`src/rtl/control_unit.sv`:
```
// Multi-cycle MIPS-subset control unit: 8-state FSM plus combinational
// control decode of the registered state and the current opcode.
//
// Ports:
//   CLK, Reset (async, active-low)     clock and reset
//   opcode[5:0], zero                  instruction opcode, ALU zero flag
//   state[2:0]                         current FSM state
//   PCWre, IRWre, InsMemRW             PC / IR / instruction memory control
//   RegWre, RegDst[1:0], WrRegDSrc     register-file write control
//   ALUSrcA, ALUSrcB, ALUOp[2:0]       ALU operand / operation select
//   ExtSel                             immediate extension select
//   mRD, mWR, DBDataSrc                data memory / data bus control
//   PCSrc[1:0]                         next-PC select
//
// Build option: define CU_HALT_EN to make opcode 111111 a sticky halt
// (PC frozen, FSM idles IF/ID until Reset). Without it, 111111 is a NOP.

module control_unit (
    input  logic       CLK,
    input  logic       Reset,
    input  logic [5:0] opcode,
    input  logic       zero,
    output logic [2:0] state,
    output logic       PCWre,
    output logic       IRWre,
    output logic       InsMemRW,
    output logic       RegWre,
    output logic [1:0] RegDst,
    output logic       WrRegDSrc,
    output logic       ALUSrcA,
    output logic       ALUSrcB,
    output logic [2:0] ALUOp,
    output logic       ExtSel,
    output logic       mRD,
    output logic       mWR,
    output logic       DBDataSrc,
    output logic [1:0] PCSrc
);

    typedef enum logic [2:0] {
        S_IF     = 3'b000,
        S_ID     = 3'b001,
        S_EXE_LS = 3'b010,
        S_MEM    = 3'b011,
        S_WB_L   = 3'b100,
        S_EXE_B  = 3'b101,
        S_EXE_A  = 3'b110,
        S_WB_A   = 3'b111
    } state_t;

    state_t state_q, state_d;

    logic op_add, op_sub, op_addiu, op_and, op_andi, op_ori, op_slt;
    logic op_sw, op_lw, op_beq, op_bne, op_j, op_jr, op_jal;
    logic op_halt, op_rtype, op_imm, op_alu, op_jump, op_nop;
    logic halted;

    assign op_add   = (opcode == 6'b000000);
    assign op_sub   = (opcode == 6'b000001);
    assign op_addiu = (opcode == 6'b000010);
    assign op_and   = (opcode == 6'b010000);
    assign op_andi  = (opcode == 6'b010001);
    assign op_ori   = (opcode == 6'b010010);
    assign op_slt   = (opcode == 6'b100110);
    assign op_sw    = (opcode == 6'b110000);
    assign op_lw    = (opcode == 6'b110001);
    assign op_beq   = (opcode == 6'b110100);
    assign op_bne   = (opcode == 6'b110101);
    assign op_j     = (opcode == 6'b111000);
    assign op_jr    = (opcode == 6'b111001);
    assign op_jal   = (opcode == 6'b111010);

    assign op_rtype = op_add | op_sub | op_and | op_slt;
    assign op_imm   = op_addiu | op_andi | op_ori;
    assign op_alu   = op_rtype | op_imm;
    assign op_jump  = op_j | op_jr | op_jal;

`ifdef CU_HALT_EN
    logic halted_q, halted_d;

    assign op_halt = (opcode == 6'b111111);

    // Sticky until Reset: once a halt is decoded the core only idles.
    always_comb begin
        halted_d = halted_q;
        if (state_q == S_ID && op_halt) halted_d = 1'b1;
    end

    always_ff @(posedge CLK or negedge Reset) begin
        if (!Reset) halted_q <= 1'b0;
        else        halted_q <= halted_d;
    end

    assign halted = halted_q;
`else
    assign op_halt = 1'b0;
    assign halted  = 1'b0;
`endif

    // Anything not decoded above (including 111111 when halt is not
    // built in) retires as a NOP that just advances the PC.
    assign op_nop = ~(op_alu | op_sw | op_lw | op_beq | op_bne |
                      op_jump | op_halt);

    always_comb begin
        state_d = state_q;
        unique case (state_q)
            S_IF:     state_d = S_ID;
            S_ID: begin
                if (halted || op_jump || op_halt || op_nop)
                    state_d = S_IF;
                else if (op_beq || op_bne)
                    state_d = S_EXE_B;
                else if (op_lw || op_sw)
                    state_d = S_EXE_LS;
                else
                    state_d = S_EXE_A;
            end
            S_EXE_LS: state_d = S_MEM;
            S_MEM:    state_d = op_lw ? S_WB_L : S_IF;
            S_WB_L:   state_d = S_IF;
            S_EXE_B:  state_d = S_IF;
            S_EXE_A:  state_d = S_WB_A;
            S_WB_A:   state_d = S_IF;
            default:  state_d = S_IF;
        endcase
    end

    always_ff @(posedge CLK or negedge Reset) begin
        if (!Reset) state_q <= S_IF;
        else        state_q <= state_d;
    end

    logic in_if, in_id, in_exe, in_mem, in_wbl, in_wba, in_exb;
    logic id_live, br_taken;

    assign in_if   = (state_q == S_IF);
    assign in_id   = (state_q == S_ID);
    assign in_mem  = (state_q == S_MEM);
    assign in_wbl  = (state_q == S_WB_L);
    assign in_wba  = (state_q == S_WB_A);
    assign in_exb  = (state_q == S_EXE_B);
    assign in_exe  = (state_q == S_EXE_A) || in_wba ||
                     (state_q == S_EXE_LS) || in_exb;
    assign id_live = in_id && !halted;
    assign br_taken = (op_beq && zero) || (op_bne && !zero);

    always_comb begin
        IRWre     = in_if;
        InsMemRW  = in_if;
        PCWre     = 1'b0;
        PCSrc     = 2'b00;
        RegWre    = 1'b0;
        RegDst    = 2'b00;
        WrRegDSrc = 1'b0;
        ALUSrcA   = 1'b0;
        ALUSrcB   = 1'b0;
        ALUOp     = 3'b000;
        ExtSel    = 1'b0;
        mRD       = 1'b0;
        mWR       = 1'b0;
        DBDataSrc = 1'b0;

        if (!halted) begin
            PCWre = (id_live && (op_jump || op_nop)) || in_exb ||
                    (in_mem && op_sw) || in_wbl || in_wba;
        end

        if (id_live && (op_j || op_jal)) PCSrc = 2'b11;
        else if (id_live && op_jr)       PCSrc = 2'b10;
        else if (in_exb && br_taken)     PCSrc = 2'b01;

        // jal links PC+4 into $31 during ID; RegDst/WrRegDSrc stay 0.
        RegWre    = in_wba || in_wbl || (id_live && op_jal);
        WrRegDSrc = in_wba || in_wbl;
        if (in_wba && op_rtype)                   RegDst = 2'b10;
        else if ((in_wba && op_imm) || in_wbl)    RegDst = 2'b01;

        if (in_exe) begin
            ALUSrcB = op_imm || op_lw || op_sw;
            ExtSel  = op_addiu || op_lw || op_sw || op_beq || op_bne;
            unique case (1'b1)
                op_sub, op_beq, op_bne: ALUOp = 3'b001;
                op_slt:                 ALUOp = 3'b010;
                op_and, op_andi:        ALUOp = 3'b100;
                op_ori:                 ALUOp = 3'b101;
                default:                ALUOp = 3'b000;
            endcase
        end

        mRD       = in_mem && op_lw;
        mWR       = in_mem && op_sw;
        DBDataSrc = (in_mem || in_wbl) && op_lw;
    end

    assign state = state_q;

endmodule

```
`config.mk`:
```
export PLATFORM = sky130hd
export DESIGN_NAME = control_unit
export DESIGN_NICKNAME = d
export VERILOG_FILES = /design/src/rtl/control_unit.sv
export SDC_FILE = /design/constraint.sdc
export NUM_CORES = 1
export LEC_CHECK = 0
export ABC_AREA = 0
export BUFFER_PORTS_ARGS = -buffer_cell sky130_fd_sc_hd__buf_2
export CAP_MARGIN = 10
export CORE_MARGIN = 2
export CORE_UTILIZATION = 35
export CTS_CLUSTER_DIAMETER = 120
export DETAILED_ROUTE_END_ITERATION = 7
export PLACE_DENSITY_LB_ADDON = 0.12
export SLEW_MARGIN = 20
export SYNTH_ARGS = -nofsm -noshare
export SYNTH_HDL_FRONTEND = slang
export SYNTH_SLANG_ARGS = --single-unit
```
`constraint.sdc`:
```
create_clock -name CLK -period 1.4 [get_ports CLK]
set_clock_uncertainty 0.1 [all_clocks]
set_input_delay 0.28 -clock CLK [delete_from_list [all_inputs] [get_ports CLK]]
set_output_delay 0.28 -clock CLK [all_outputs]
set_load 0.1 [all_outputs]
```
==> results of run 1 <==
-- kinds of logic after synthesis --
kind of cell | after synthesis
AOI/OAI and AO/OA | 21
xor gates and xnor gates | 1
and+or+nand+nor | 42
buffers and inverters | 9
other | 1
DFF | 3
-- stage by stage --
step | setup slack [ps] | instances | TNS (ps) | hold slack (ps)
after floorplan | -902 | 77 | -11990 | -116
after global placement | -411 | 144 | -5880 | -27.0
-- synthesized netlist by cell type --
master	instances	area share
a31oi_1	1	0.012
o311a_1	1	0.019
and4bb_1	1	0.024
nand2b_1	4	0.048
and2_1	1	0.012
nor4_1	2	0.024
nor4b_2	1	0.029
nor2_1	13	0.093
and3b_1	1	0.017
o21a_1	1	0.014
nor3b_1	1	0.014
a21o_1	2	0.029
inv_1	1	0.0071
nor3_1	3	0.029
xor2_1	1	0.017
a211oi_2	1	0.024
dfrtp_1	3	0.14
o21ba_1	1	0.019
a2111o_1	1	0.021
buf_4	3	0.043
and3_1	1	0.012
nor4b_1	1	0.017
a2111oi_0	1	0.017
buf_2	4	0.038
nand3_1	1	0.0095
nand4_1	1	0.012
o21ai_1	1	0.0095
a22oi_1	1	0.014
nand3b_1	1	0.014
clkbuf_1	1	0.0071
nand4b_1	1	0.017
o21bai_1	1	0.014
nand2_1	7	0.050
a21oi_1	5	0.048
conb_1	1	0.0071
o21ai_0	1	0.0095
nor2b_1	2	0.024
a31o_1	1	0.017
o31ai_1	2	0.029
==> metrics.txt, run 1 <==
status did not finish; Stopped at detailed placement; tool error [ERROR DPL-0038] Utilization greater than 100%, impossible to legalize; synth unique cells 39; Syn Area/Cell ~7 sq um; post-synthesis compound-gate area fraction 0.295; FF+latch count, synth 3; io pins 30; die height 42.8 microns; combinational family with the most area after synthesis simple AND/OR/NAND/NOR gates; Gate Count Post-Synth 77; Initial Utilization 0.389; GP Congestion between 0.9 and 1; row count 13; sequential area share after synthesis 0.143; synthesis warning total 0; mux cell area share after synthesis 0; xor and xnor area share after synthesis 0.0167; chip width between 40 and 50 microns; Post-Syn Area roughly 530 sq um; Mapped Nets 86; Synth Area in Adders 0; IO buf count 28; Simple-Gate Fraction of Synth Area 0.443
==> inputs of run 2 (changes only) <==
CORE_AREA = 2 2 63 65   (was unset)
CORE_MARGIN = unset   (was 2)
CORE_UTILIZATION = unset   (was 35)
CTS_CLUSTER_DIAMETER = unset   (was 120)
DIE_AREA = 0 0 65 67   (was unset)
PLACE_DENSITY_LB_ADDON = 0.15   (was 0.12)
clock period = 1.8 ns   (was 1.4 ns; I/O delays follow)
==> metrics.txt, run 2 <==
drt total wl around 2.2 mm; Mapped Nets 86; max reg flops 3; CP bufs+invs 2; sequential area share after synthesis 0.143; Layout area overhead 204%; Clock Tree Root clkbuf_8; fmax 0.499 GHz; GR Layer Usage met3 0.0118; total power 1.84 mW; CP Max Fanout 8; Tcrit/Tclk final 1.11; initial antenna violation count 0; Gate Count Post-Synth a little under 80; number of synthesized flops with an enable pin 0; most frequent cells in the layout 30 x buf_4, 21 x buf_12, 6 x nand2_1, 6 x buf_2, 5 x nor2_4; chip width around 65 microns; status finished, violations left; drt pass-1 iters 4; die height about 67 microns; Worst path max stage delay 390 ps; min cycle time layout 2000 ps; clk buf depth 2; global-route wire length before repair approximately 3.7 mm; GR Util All Layers 0.107; CTS buffer count 3; largest net degree at the start of global routing 15; via count roughly 780; initial drt markers 21; count leader, synth nor2_1; Via density roughly 4.2; GRT overflow 0; Yosys top cell area share 0.143; CP top delay family compound AO/OA/AOI/OAI gates; DRC Markers 0; die area approximately 4400 sq um; CP arrival around 1500 ps; global-route met1 utilization 0.142; violated checks setup timing; synthesis warning total 0; H-tree depth 1; CTS sink cnt 3; Final Hold Vio Count 0; Setup crit end kind output pin; hold slack 375 ps; DP HPWL around 1.8 mm; Initial Utilization 0.146; Antenna Nets Post-Route 0; Min-Delay Path Class input port to async pin; io pins 30; final setup fails 17; vias in the first global route roughly 800; met2 global-route usage 0.179; core area 3610 sq um; synth unique cells 39; CP required between 1000 and 1500 ps; Final Max Tran Viols 0; top_reg_cell synth dfrtp_1; DP Worst Slack -208 ps; Worst-path clk slew roughly 30 ps; Clk Latency, worst-skew pair around 210 ps; Cell Pwr Density roughly 1200 nW/um^2; Setup Crit Path Kind flip-flop to output pin; Post-Syn Area about 530 sq um; Max Cap Viol 0; Synth area leader dfrtp_1; CP Launch Type flip-flop; layout net count ~150; final cell count without fillers between 150 and 200; setup repair after global routing missed its margin true; main area contributors after synthesis dfrtp_1 14%, nor2_1 9.3%, nand2_1 5.0%; commonest cells in the netlist 13 x nor2_1, 7 x nand2_1, 5 x a21oi_1; critical path's slowest cell dfrtp_4; CTS tree yes; layout cells sized above 1 0.750; row count 22; fill count roughly 340; Syn Area/Cell between 6 and 7 sq um; IO buf count 28; ant diodes 0; asr flop ratio synth 1.00; placed instance count ~180; Final WS setup -204 ps; P_leak ~0.61 nW; Core Util, Final 0.442; worst path cell trace buf_4, nand2b_4, a21o_4, o21ba_4, buf_12; busiest layer in global routing met2; FF+latch count, synth 3; most common cell after layout, fill and taps aside buf_4; GP Congestion roughly 0.73; drt wl/cell around 12 microns; IR drop worst, VDD between 0.0008 and 0.0009 V
## run 2: cell counts after synthesis
Identical to the previous run, type by type.
## run 2: layer usage
metal / vias to the layer above / wire length, microns
li1: 401 / -
met1: 362 / 947
met2: 10 / 1150
met3: 2 / 50
met4: 0 / 12
met5: - / 0
## run 2: logic make-up (layout without fill, tap and decap cells)
logic type                count (synthesis)  count (layout)  synth area share
xor gates and xnor gates                  1               1            0.0167
buffers and inverters                     9              68            0.0952
DFF                                       3               3             0.143
other                                     1               1           0.00714
and+or+nand+nor                          42              42             0.443
AOI/OAI and AO/OA                        21              21             0.295
## run 2: final timing paths
kind	startpoint	endpoint	slack, ps	cells past startpoint
worst max register to register	state[1]	state[2]	450	5
min in group CLK	opcode[3]	state[0]	590	4
worst max-delay path	state[1]	ExtSel	-200	5
worst min register to register	state[0]	state[1]	600	2
worst min-delay path	Reset	state[1]	380	2
max in group asynchronous	Reset	state[0]	1100	2
## run 2: power by group
| part | switching (mW) | internal (mW) |
|---|---|---|
| Clock | 0.0436 | 0.151 |
| Combinational | 0.954 | 0.555 |
| Sequential | 0.0323 | 0.105 |
## run 2: layout make-up
type	count	area (sq um)	area share
inverter	1	3.75	0.00235
sequential	3	86.3	0.0541
multi-input combinational	65	654	0.410
clock buffer	4	45.0	0.0282
tap	48	60.1	0.0376
timing repair buffer	63	746	0.467
## run 2: stage by stage
stage / instance area, sq um / setup TNS (ps)
after floorplan: 800 / -6050
final: 1600 / -1980
after CTS: 1580 / -2260
after global placement: 1410 / -1580
after detailed placement: 1410 / -1710
after global routing: 1600 / -2800
## run 2: timing repair
action	in CTS	in global routing
buffers inserted	3	1
gates resized for setup	22	4
pin swaps	7	7
endpoints found under the hold margin	3	0
setup endpoints to repair	17	17
hold buffers	1	0
No activity file was read; power rests on OpenSTA's default activity.
==> inputs of run 3 (changes only) <==
PLACE_DENSITY_LB_ADDON = 0.12   (was 0.15)
==> metrics.txt, run 3 (synthesis results as in run 2) <==
drt total wl around 2.5 mm; violated checks setup timing; ant diodes 0; DRC Markers 0; CTS tree yes; die area between 4000 and 5000 sq um; CP Launch Type flip-flop; IR drop worst, VDD just under 0.001 V; core area around 3600 sq um; P_leak between 0.7 and 0.8 nW; layout cells sized above 1 0.809; CP required around 1300 ps; Worst-path clk slew approximately 30 ps; status finished, violations left; Final Hold Vio Count 0; via count 853; max reg flops 3; Antenna Nets Post-Route 0; die height ~67 microns; RR Endpoint state[1]; Sum Neg Setup Slack -1750 ps; IO buf count 28; Clk Latency, worst-skew pair 210 ps; most frequent cells in the layout 31 x buf_4, 22 x buf_12, 18 x buf_6, 6 x nor2_4; H-tree depth 1; drt wl/cell roughly 12 microns; slack of the worst reg-to-reg path ~400 ps; chip width around 65 microns; initial drt markers 32; Tcrit/Tclk final 1.10; CTS buffer count 3; DP HPWL roughly 1.8 mm; io pins 30; Setup crit end kind output pin; CP Max Fanout 5; Core Util, Final 0.506; most common cell after layout, fill and taps aside buf_4; Min-Delay Path Class input port to async pin; Max Cap Viol 0; setup repair after global routing missed its margin true; Worst path max stage delay around 500 ps; total power just over 2 mW; global-route wire length before repair 4.22 mm; GP Congestion 0.768; CTS sink cnt 3; min cycle time layout approximately 2000 ps; vias in the first global route between 900 and 1000; Initial Utilization 0.146; GRT overflow 0; Cell Pwr Density 1130 nW/um^2; GR Util All Layers 0.119; Clock Tree Root clkbuf_8; layout net count around 160; critical path's slowest cell dfrtp_4; largest net degree at the start of global routing 10; row count 22; hold slack around 370 ps; CP arrival around 1500 ps; Final WS setup -187 ps; fmax a little over 0.5 GHz; drt pass-1 iters 3; Layout area overhead 247%; Final Max Tran Viols 0; worst path cell trace nand2b_4, a21o_4, o21ba_4, buf_12; worst r2r src state[1]; Setup Crit Path Kind flip-flop to output pin; Via density 4.27; clk buf depth 2; r2r worst-path depth 5; final setup fails 17; initial antenna violation count 0
[run 3: per-stage QoR]
step	instance area [sq um]	instances	setup slack, ps
4_1_cts	1710	193	-210
6_report	1830	200	-187
3_5_place_dp	1400	176	-225
2_1_floorplan	800	77	-599
3_3_place_gp	1400	176	-214
5_1_grt	1830	200	-256
[run 3: cell type report]
class                      instances  area, sq um
timing repair buffer              79          951
sequential                         3         86.3
fill                             318         1780
inverter                           1         3.75
tap                               48         60.1
multi-input combinational         65          679
clock buffer                       4         45.0
[run 3: layer usage]
| layer | GRT usage | part of all wire | up-vias |
|---|---|---|---|
| li1 | - | - | 432 |
| met1 | 0.153 | 0.44 | 409 |
| met2 | 0.220 | 0.54 | 12 |
| met3 | 0.00845 | 0.026 | 0 |
| met4 | 0.0160 | 0 | 0 |
| met5 | 0 | 0 | - |
[run 3: worst max-delay path, delay by kind of cell, from the launching register on]
kind / cells / cell delay (ps)
buffers and inverters: 1 / 160
AOI/OAI and AO/OA: 2 / 470
and+or+nand+nor: 1 / 170
DFF: 1 / 510
[run 3: repair_timing]
action                     CTS  global route
gates resized for setup     38            21
setup endpoints to repair   17            17
setup buffers               12             7
pin swaps                   17            17
hold buffers                 1             0
hold endpoints to repair     3             0
[run 3: worst max-delay path by stage]
stage	slack [ps]	to	startpoint	cells after the start
6_report	-190	ExtSel	state[0]	4
5_1_grt	-260	RegWre	state[1]	6
4_1_cts	-210	RegDst[0]	opcode[1]	6
3_5_place_dp	-220	RegDst[0]	opcode[1]	6
3_3_place_gp	-210	PCWre	opcode[1]	6
2_1_floorplan	-600	RegDst[1]	opcode[4]	4
[run 3: power breakdown]
group | internal (mW) | switching, mW | total (mW)
logic | 0.724 | 1.01 | 1.73
clock network | 0.151 | 0.0400 | 0.191
registers | 0.105 | 0.0435 | 0.149
total | 0.980 | 1.09 | 2.07
